===== src/rtl/fpu_pkg.sv =====
// Shared definitions for the floating-point compare pipeline: default
// field widths, comparison mode encoding, the operand classification
// record carried between pipeline stages, and the mode-to-result mapping.
package fpu_pkg;

  localparam int DEF_EXP_W = 8;
  localparam int DEF_MAN_W = 23;

  typedef enum logic [1:0] {
    CMP_LT   = 2'b00,
    CMP_LE   = 2'b01,
    CMP_EQ   = 2'b10,
    CMP_RSVD = 2'b11
  } cmp_mode_t;

  // Everything needed to decide LT/EQ once the wide magnitude compare is done.
  typedef struct packed {
    logic a_zero;
    logic b_zero;
    logic a_sign;
    logic b_sign;
    logic mag_lt;
    logic mag_eq;
  } cmp_class_t;

  // Reserved mode yields 0 but still travels through the pipe normally.
  function automatic logic select_result(cmp_mode_t m, logic lt, logic eq);
    logic r;
    r = 1'b0;
    case (m)
      CMP_LT:  r = lt;
      CMP_LE:  r = lt | eq;
      CMP_EQ:  r = eq;
      default: r = 1'b0;
    endcase
    return r;
  endfunction

endpackage


===== src/rtl/fcmp_core.sv =====
// Combinational compare core. The classify half reduces the raw operands
// to zero flags, signs and a magnitude compare; the resolve half turns a
// (registered) classification record into lt/eq. Splitting it this way
// keeps the wide magnitude comparator on its own side of the stage-1 register.
module fcmp_core
  import fpu_pkg::*;
#(
  parameter int  EXP_W = DEF_EXP_W,
  parameter int  MAN_W = DEF_MAN_W,
  localparam int W     = 1 + EXP_W + MAN_W
) (
  input  logic [W-1:0] a,
  input  logic [W-1:0] b,
  input  cmp_class_t   cls_in,
  output cmp_class_t   cls,
  output logic         lt,
  output logic         eq
);

  // Classify raw operands; a zero exponent flushes the operand to zero.
  always_comb begin : classify
    cls        = '0;
    cls.a_zero = (a[W-2 -: EXP_W] == '0);
    cls.b_zero = (b[W-2 -: EXP_W] == '0);
    cls.a_sign = a[W-1];
    cls.b_sign = b[W-1];
    cls.mag_lt = (a[W-2:0] <  b[W-2:0]);
    cls.mag_eq = (a[W-2:0] == b[W-2:0]);
  end

  // Resolve sign-magnitude ordering and equality from a classification record.
  always_comb begin : resolve
    lt = 1'b0;
    eq = 1'b0;
    if (cls_in.a_zero && cls_in.b_zero) begin
      eq = 1'b1;
    end else if (cls_in.a_zero) begin
      lt = ~cls_in.b_sign;
    end else if (cls_in.b_zero) begin
      lt = cls_in.a_sign;
    end else if (cls_in.a_sign != cls_in.b_sign) begin
      lt = cls_in.a_sign;
    end else begin
      lt = cls_in.a_sign ? (~cls_in.mag_lt & ~cls_in.mag_eq) : cls_in.mag_lt;
      eq = cls_in.mag_eq;
    end
  end

endmodule


===== src/rtl/fcmp_pipe.sv =====
// Two-stage floating-point comparator with valid/ready handshakes on both
// sides. Stage 1 holds the operand classification, mode and tag; stage 2
// holds the final result and tag. Each stage advances when it is empty or
// the stage downstream is moving, so a full pipe streams one op per cycle.
module fcmp_pipe
  import fpu_pkg::*;
#(
  parameter int  EXP_W = DEF_EXP_W,
  parameter int  MAN_W = DEF_MAN_W,
  parameter int  TAG_W = 4,
  localparam int W     = 1 + EXP_W + MAN_W
) (
  input  logic             clk,
  input  logic             rstn,
  input  logic             in_valid,
  output logic             in_ready,
  input  logic [W-1:0]     srca,
  input  logic [W-1:0]     srcb,
  input  logic [1:0]       mode,
  input  logic [TAG_W-1:0] in_tag,
  output logic             out_valid,
  input  logic             out_ready,
  output logic             result,
  output logic [TAG_W-1:0] out_tag
);

  logic             s1_valid_reg;
  cmp_class_t       s1_class_reg;
  cmp_mode_t        s1_mode_reg;
  logic [TAG_W-1:0] s1_tag_reg;

  logic             s2_valid_reg;
  logic             s2_result_reg;
  logic [TAG_W-1:0] s2_tag_reg;

  cmp_class_t       class_next;
  logic             lt;
  logic             eq;
  logic             s1_adv;
  logic             s2_adv;

  fcmp_core #(
    .EXP_W (EXP_W),
    .MAN_W (MAN_W)
  ) u_core (
    .a      (srca),
    .b      (srcb),
    .cls_in (s1_class_reg),
    .cls    (class_next),
    .lt     (lt),
    .eq     (eq)
  );

  assign s2_adv    = ~s2_valid_reg | out_ready;
  assign s1_adv    = ~s1_valid_reg | s2_adv;
  assign in_ready  = s1_adv;
  assign out_valid = s2_valid_reg;
  assign result    = s2_result_reg;
  assign out_tag   = s2_tag_reg;

  // Stage 1: capture classification, mode and tag of an accepted op.
  always_ff @(posedge clk) begin
    if (!rstn) begin
      s1_valid_reg <= 1'b0;
      s1_class_reg <= '0;
      s1_mode_reg  <= CMP_LT;
      s1_tag_reg   <= '0;
    end else if (s1_adv) begin
      s1_valid_reg <= in_valid;
      if (in_valid) begin
        s1_class_reg <= class_next;
        s1_mode_reg  <= cmp_mode_t'(mode);
        s1_tag_reg   <= in_tag;
      end
    end
  end

  // Stage 2: resolve the comparison and hold it until the consumer takes it.
  always_ff @(posedge clk) begin
    if (!rstn) begin
      s2_valid_reg  <= 1'b0;
      s2_result_reg <= 1'b0;
      s2_tag_reg    <= '0;
    end else if (s2_adv) begin
      s2_valid_reg <= s1_valid_reg;
      if (s1_valid_reg) begin
        s2_result_reg <= select_result(s1_mode_reg, lt, eq);
        s2_tag_reg    <= s1_tag_reg;
      end
    end
  end

endmodule

===== config.mk =====
export PLATFORM = sky130hd
export DESIGN_NAME = fcmp_pipe
export DESIGN_NICKNAME = d
export VERILOG_FILES = /design/src/rtl/fpu_pkg.sv /design/src/rtl/fcmp_core.sv /design/src/rtl/fcmp_pipe.sv
export SDC_FILE = /design/constraint.sdc
export NUM_CORES = 1
export LEC_CHECK = 0
export ABC_AREA = 1
export CELL_PAD_IN_SITES_DETAIL_PLACEMENT = 1
export CELL_PAD_IN_SITES_GLOBAL_PLACEMENT = 1
export CORE_UTILIZATION = 28
export DETAILED_ROUTE_END_ITERATION = 10
export PLACE_DENSITY_LB_ADDON = 0.25
export RECOVER_POWER = 25
export SYNTH_ARGS = -nofsm -noshare
export SYNTH_HDL_FRONTEND = slang
export SYNTH_HIERARCHICAL = 1
export SYNTH_SLANG_ARGS = --single-unit

===== constraint.sdc =====
create_clock -name clk -period 1.68 [get_ports clk]
set_clock_uncertainty 0.1 [all_clocks]
set_input_delay 0.336 -clock clk [delete_from_list [all_inputs] [get_ports clk]]
set_output_delay 0.336 -clock clk [all_outputs]
set_load 0.005 [all_outputs]

**Yosys cells after proc, flatten, opt, wreduce, memory -nomap -nowiden**

Cells that the tools add are included.

- Register bits after elaboration: 19
- Input bits: 74
- Logic and storage cells: 42

- Order comparisons: 1
- Eq/ne operators: 4
- Mux-type cells: 10
- Bitwise operators: 9
- Reduce and logical (&&, ||, !) cells: 6

Operators with widths:

| kind | number |
|---|---|
| == test 31 bit | 1 |
| less-than comparator 31 bit | 1 |
| zero test 8 bit | 2 |
| two-way mux 1 bit | 9 |
| NOT 1 bit | 5 |
| AND reduction 2 bit | 2 |
| bitwise OR 1 bit | 3 |
| case mux 1 bit (3 select lines) | 1 |
| == test 2 x 1 -> 1 bit (second input constant) | 1 |
| == test 2 bit (second input constant) | 1 |
| zero test 2 bit | 1 |
| AND 1 bit | 1 |
| logical AND 1 bit | 1 |
| inequality test 1 bit | 1 |

**Depth between registers and ports, before layout**

Gate-level depths: netlist (run 1).

- Depth after elaboration: 9
- Gate-level depth with buffers: 14

**By module**

The synthesis (run 1) kept the hierarchy.

Modules (own cells, without submodules):

| module | instances | cells each | area an instance (µm²) | seq. area each (µm²) |
|---|---|---|---|---|
| fcmp_core | 1 | 169 | 1003.5 | 0.0 |
| fcmp_pipe | 1 | 109 | 818.3 | 380.4 |

**Worst setup path after synthesis (run 1)**

OpenSTA, ideal clock, no wires.

- Kind: in2reg
- From: input srcb[14]
- To: register s1_class_reg[1] (netlist name)
- Setup time: 0.115 ns
- Data arrival time: 1.319 ns
- Required time: 1.465 ns
- Slack: 0.146 ns
- Cell stages on the path: 12
- Path through: inv_1 > ha_1 > nand2_1 > nor2_1 > inv_1 > nor2_1 > nand2_1 > nand2_1 > a21oi_1 > nand3b_1 > nand2_1 > nor2_1

RTL lines:

| item | RTL line | source |
|---|---|---|
| start, declared | fcmp_pipe.sv:18 | `input logic [W-1:0] srcb,` |
| end signal, assigned | fcmp_pipe.sv:71 | `s1_class_reg <= class_next;` |
| end, declared | fcmp_pipe.sv:28 | `cmp_class_t s1_class_reg;` |

==> flow_summary_export.csv, run 1 <==
group,metric,value,unit
run_status,outcome,"complete, no violations",
finish,num-fill-cells,795,
yosys,ys.flop_type,"dfxtp_1",
floorplanning,initial_core_util,28.85,%
placement,numPortBuffers,80,
sta,slew_violations,0,
setup_path,critPathArrivalTime,1.70,ns
setup_path,cp.required,1.77,ns
drt,wl_per_cell,12.41,um
drt,routed_wl,5509,um
global_route,grtUsageTotal,16.20,%
finish,diodes,0,
min_path,hp-class,"register to register",
yosys,synth_cell_types,26,
global_route,grt_pass1_wl,8652,um
finish,multi_input_area,1610,um^2
floorplanning,core_area,6314,um^2
sta,min_period,1.612,ns
finish,final_util,51.05,%
global_route,grt_pass1_vias,2010,
sta,max_freq,0.6204,GHz
yosys,yosysTopAreaCellShare,21.29,%
drt,vias,2023,
finish,drive_above_1_share,28.34,%
cts,numCtsBuffers,3,
setup_path,crit_path_start_kind,"primary input",
sta,tns,0,ns
yosys,synthCells,278,
placement,hpwl,4023,um
yosys,synth_edf_count,0,
drt,dr.first_iter.drc_count,43,
flow_run,maxCapViolations,0,
cts,insertion_delay,0.25,ns
yosys,synth.yosys.warnings,6,
cts,cts_tree,"built",
drt,dr.pass1.iters,4,
yosys,synthesis.area,1822,um^2
floorplanning,chipHeight,82.66,um
sta,setup_viol,0,
finish,regArea,380.4,um^2
finish,largest_register_ffs,6,
setup_path,reg2regPathDepth,8,
sta,hold_viol,0,
cts,cts.hold.buffers_added,0,
power_and_ir_drop,p_per_area,457.2,nW/um^2
finish,finalNetCount,473,
yosys,synth_area_leaders,"ha_1 (21%), dfxtp_1 (21%), nand2_1 (12%)",
floorplanning,row_count,29,
global_route,antenna_found_initial,0,
cts,cts-root-buf,"clkbuf_8",
yosys,synth_top_cell_by_area,"ha_1",
global_route,grt_max_degree,26,
yosys,yosysSeqAreaShare,20.88,%
setup_path,crit_type,"primary input to register",
drt,ant_nets,0,
finish,syn_to_final_growth,76.92,%
yosys,yosysMostFrequentCell,"nand2_1",
sta,slew_headroom,83.70,%
yosys,synth.net_count,383,
finish,final_area,3223,um^2
power_and_ir_drop,p_leak,1.546,nW
setup_path,endpoint_kind,"register",
drt,drc_errors,0,
floorplanning,num_io_pins,81,
placement,gp_congestion,0.7513,
cts,ctsLongestPathBuffers,2,
placement,post-place-ws,-0.5046,ns
cts,cts.clk_slew.worst_paths,0.07,ns
sta,hold_ws,0.3819,ns
setup_path,crit_fanout,3,
placement,place_area,2748,um^2
yosys,async_flop_share,0,%
global_route,grt-ovfl-total,0,
cts,htree_num_levels,1,
drt,viasPerCell,4.556,
yosys,ys_top_cells_by_count,"nand2_1 (60), inv_1 (56), nor2_1 (32), ha_1 (31), a21oi_1 (26)",
sta,fin_crit_sh,95.94,%
yosys,synth_area_per_cell,6.553,um^2
min_path,whs_path_depth,2,
sta,worst_slew_pin_slew,0.2445,ns
cts,cts.sink_count,19,
yosys,synth_seq_cells,19,
sta,worst_slack,0.06822,ns
floorplanning,chipWidth,82.66,um
power_and_ir_drop,ir_drop,0.0003174,V
floorplanning,dieArea,6833,um^2
## per-layer routing
| layer | share of wire [%] | track usage [%] | up-vias |
|---|---|---|---|
| met3 | 2.9 | 1.648 | 2 |
| met5 | 0 | 0 | - |
| met2 | 55 | 31.64 | 41 |
| met1 | 42 | 18.99 | 929 |
| li1 | - | - | 1051 |
| met4 | 0.29 | 2.586 | 0 |
## final cells by class
class	instances	share of cell area, %
Multi-Input combinational cell	192	49.96
Timing Repair Buffer	94	27.06
Sequential cell	19	11.80
Inverter	58	6.755
Tap cell	77	2.989
Clock buffer	3	1.281
Clock inverter	1	0.1553
## kinds of logic (layout without fill, tap and decap cells)
family | Yosys count | after routing | share of synthesized area [%]
XOR/XNOR | 1 | 1 | 0.4809
buffers and inverters | 67 | 156 | 15.18
flip-flops | 19 | 19 | 20.88
AND/OR/NAND/NOR | 124 | 124 | 31.87
AO/OA/AOI/OAI | 36 | 36 | 10.30
adder cells (fa/ha/maj) | 31 | 31 | 21.29
## final timing paths
path                   startpoint         endpoint  slack [ns]
setup / recovery         srca[13]  s1_class_reg[0]        0.07
hold / removal      s1_tag_reg[3]    s1_tag_reg[3]        0.38
setup reg to reg  s1_class_reg[1]           result        0.37
hold reg to reg     s1_tag_reg[3]    s1_tag_reg[3]        0.38
## where the power goes
part | internal [mW] | total [mW] | switching, mW
sequential | 0.481 | 0.500 | 0.0185
combinational | 0.353 | 0.657 | 0.304
clock | 0.165 | 0.317 | 0.152
## worst max-delay path, cell delays in order
cell	delay, ns
dlygate4sd2_1	0.26
ha_4	0.28
nand2_4	0.06
buf_4	0.14
nor3_4	0.19
and3_4	0.19
nand3b_1	0.09
nand2_1	0.05
nor2_1	0.10
## through the flow
stage / total power, mW / std cells
after floorplan: 0.7643 / 278
after global placement: 1.024 / 436
after detailed placement: 1.036 / 436
after CTS: 1.440 / 441
after global routing: 1.583 / 444
final: 1.473 / 444
## timing repair
item,in CTS,in global routing
setup buffers,1,3
setup endpoints to repair,3,3
resized for setup,131,36
pin swaps,46,31
cloned,0,0
## cell usage in the layout (no fill, tap or decap)
master           count
clkinv_2             1
a21oi_2              5
o21ai_0              7
nand3_2              2
clkbuf_8             3
ha_1                 3
inv_2               32
nand4_1              2
clkdlybuf4s15_1     13
o211a_1              1
nand3b_1            12
nor2_1              29
nand2_2              4
nand2_4              5
a21oi_1             21
xor2_1               1
nor2_2               1
o21ai_1              1
nor3_4               1
nand2_1             53
clkbuf_2             1
a21o_1               1
dfxtp_1             19
nand3_1              5
ha_2                 2
nand4_4              2
and2_1               1
nor2_4               4
buf_4               13
nor4_1               2
inv_1               26
dlymetal6s2s_1       5
ha_4                26
buf_12               1
clkdlybuf4s50_1     18
dlygate4sd2_1       43
and3_4               1
Power figures use the tool's default switching activity.
==> inputs of run 2 (changes only) <==
--- a/constraint.sdc
+++ b/constraint.sdc
@@ -4,2 +4,2 @@
 set_output_delay 0.336 -clock clk [all_outputs]
-set_load 0.005 [all_outputs]
+set_load 0.1 [all_outputs]
==> flow_summary_export.csv, run 2 (synthesis gave the netlist of run 1 again) <==
group,metric,value,unit
floorplanning,initial_core_util,28.85,%
setup_path,rrSetupSlack,0.34,ns
finish,diodes,0,
setup_path,endpoint_kind,"register",
flow_run,maxCapViolations,0,
global_route,grt_pass1_vias,2145,
floorplanning,chipWidth,82.66,um
setup_path,endpoint,"s1_class_reg[1]",
sta,setup_viol,0,
power_and_ir_drop,ir_drop,0.0003851,V
setup_path,worstSetupStartpoint,"srca[26]",
run_status,outcome,"complete, no violations",
power_and_ir_drop,power.net_switching,0.5829,mW
cts,numCtsBuffers,3,
cts,cts.hold.buffers_added,0,
global_route,antenna_found_initial,0,
min_path,hp-class,"register to register",
finish,largest_register_ffs,6,
placement,numPortBuffers,80,
cts,cts-root-buf,"clkbuf_8",
finish,layout_commonest_cell,"dlygate4sd2_1",
cts,cts.sink_count,19,
sta,tns,0,ns
sta,fin_crit_sh,95.28,%
cts,cts.clk_slew.worst_paths,0.08,ns
placement,post-place-ws,-0.5267,ns
global_route,grt_pass1_wl,9384,um
cts,cts_tree,"built",
cts,insertion_delay,0.26,ns
power_and_ir_drop,p_int,1.011,mW
sta,slew_violations,0,
power_and_ir_drop,p_per_area,477.4,nW/um^2
cts,htree_num_levels,1,
setup_path,r2r_end,"result",
drt,routed_wl,5922,um
floorplanning,dieArea,6833,um^2
drt,drc_errors,0,
sta,worst_slack,0.07935,ns
drt,vias,2104,
floorplanning,core_area,6314,um^2
setup_path,reg2regPathDepth,8,
finish,regArea,380.4,um^2
finish,multi_input_area,1630,um^2
sta,min_period,1.601,ns
global_route,grtUsageTotal,18.05,%
global_route,grt-ovfl-total,0,
sta,worst_slew_pin_slew,0.5376,ns
drt,wl_per_cell,13.02,um
finish,drive_above_1_share,33.33,%
drt,viasPerCell,4.624,
drt,ant_nets,0,
setup_path,critPathArrivalTime,1.66,ns
drt,dr.first_iter.drc_count,60,
sta,max_freq,0.6247,GHz
sta,slew_headroom,64.31,%
setup_path,reg2reg_from,"s1_class_reg[1]",
floorplanning,chipHeight,82.66,um
finish,syn_to_final_growth,83.31,%
setup_path,crit_path_start_kind,"primary input",
setup_path,cp.required,1.74,ns
setup_path,crit_fanout,2,
power_and_ir_drop,switching_share,36.56,%
power_and_ir_drop,totalPowerFinal,1.594,mW
floorplanning,num_io_pins,81,
finish,num-fill-cells,807,
power_and_ir_drop,seqPwrFrac,31.6,%
finish,finalNetCount,484,
finish,final_cell_mix,"dlygate4sd2_1 (56), nand2_1 (48), inv_2 (30)",
setup_path,crit_type,"primary input to register",
global_route,grt_max_degree,26,
floorplanning,row_count,29,
power_and_ir_drop,p_leak,1.640,nW
power_and_ir_drop,power_frac_comb,47.4,%
power_and_ir_drop,clkPwrFrac,21.0,%
finish,final_util,52.89,%
drt,dr.pass1.iters,4,
placement,gp_congestion,0.7391,
placement,hpwl,4244,um
cts,ctsLongestPathBuffers,2,
sta,hold_viol,0,
[run 2: layout make-up]
type,count,area share (%)
clock buffers,3,1.236
clock inverters,1,0.1499
inverters,58,6.519
multi-input cells,192,48.82
flip-flops and latches,19,11.39
well taps,77,2.885
repair buffers,105,29.00
[run 2: metrics by stage]
stage	hold slack (ns)	instance area, um^2	std cells
3_5_place_dp	0.3684	2872	443
3_3_place_gp	0.3573	2872	443
2_1_floorplan	0.3463	1823	278
4_1_cts	0.3793	3288	454
5_1_grt	0.4107	3339	455
6_report	0.3817	3339	455
[run 2: worst max-delay path, stage by stage]
cell and delay [ns]:
dlygate4sd2_1 0.28, ha_4 0.28, nand2_2 0.07, nor2_4 0.13
nand4_4 0.13, inv_1 0.07, nand2_1 0.04, nand2_1 0.06
a21oi_2 0.03, nand3b_1 0.14, nand2_1 0.06, nor2_1 0.04
[run 2: timing repair]
action                     CTS  global route
resized for setup          131            25
cloned                       0             0
pin swaps                   49            24
setup buffers                7             1
setup endpoints to repair    2             2
[run 2: worst min path at each step]
stage,slack (ns),cells past startpoint,endpoint,from
after floorplan,0.35,2,s1_tag_reg[0],s1_tag_reg[0]
after global placement,0.36,2,s1_tag_reg[3],s1_tag_reg[3]
after detailed placement,0.37,2,s1_tag_reg[1],s1_tag_reg[1]
after CTS,0.38,2,s1_class_reg[0],s1_class_reg[0]
after global routing,0.41,2,out_tag[0],out_tag[0]
final,0.38,2,s1_tag_reg[1],s1_tag_reg[1]
[run 2: per-layer routing]
| metal | vias to the layer above | part of all wire [%] | track usage [%] |
|---|---|---|---|
| met5 | - | 0 | 0 |
| met2 | 48 | 54 | 34.34 |
| li1 | 1073 | - | - |
| met3 | 11 | 3.9 | 2.527 |
| met1 | 972 | 40 | 19.87 |
| met4 | 0 | 2.2 | 7.069 |
[run 2: power by group through the flow]
stage	combinational [mW]	clock [mW]	sequential, mW
global route	0.834	0.370	0.509
finish	0.756	0.334	0.504
detailed placement	0.634	0	0.518
CTS	0.732	0.339	0.507
global placement	0.616	0	0.516
floorplan	0.258	0	0.579
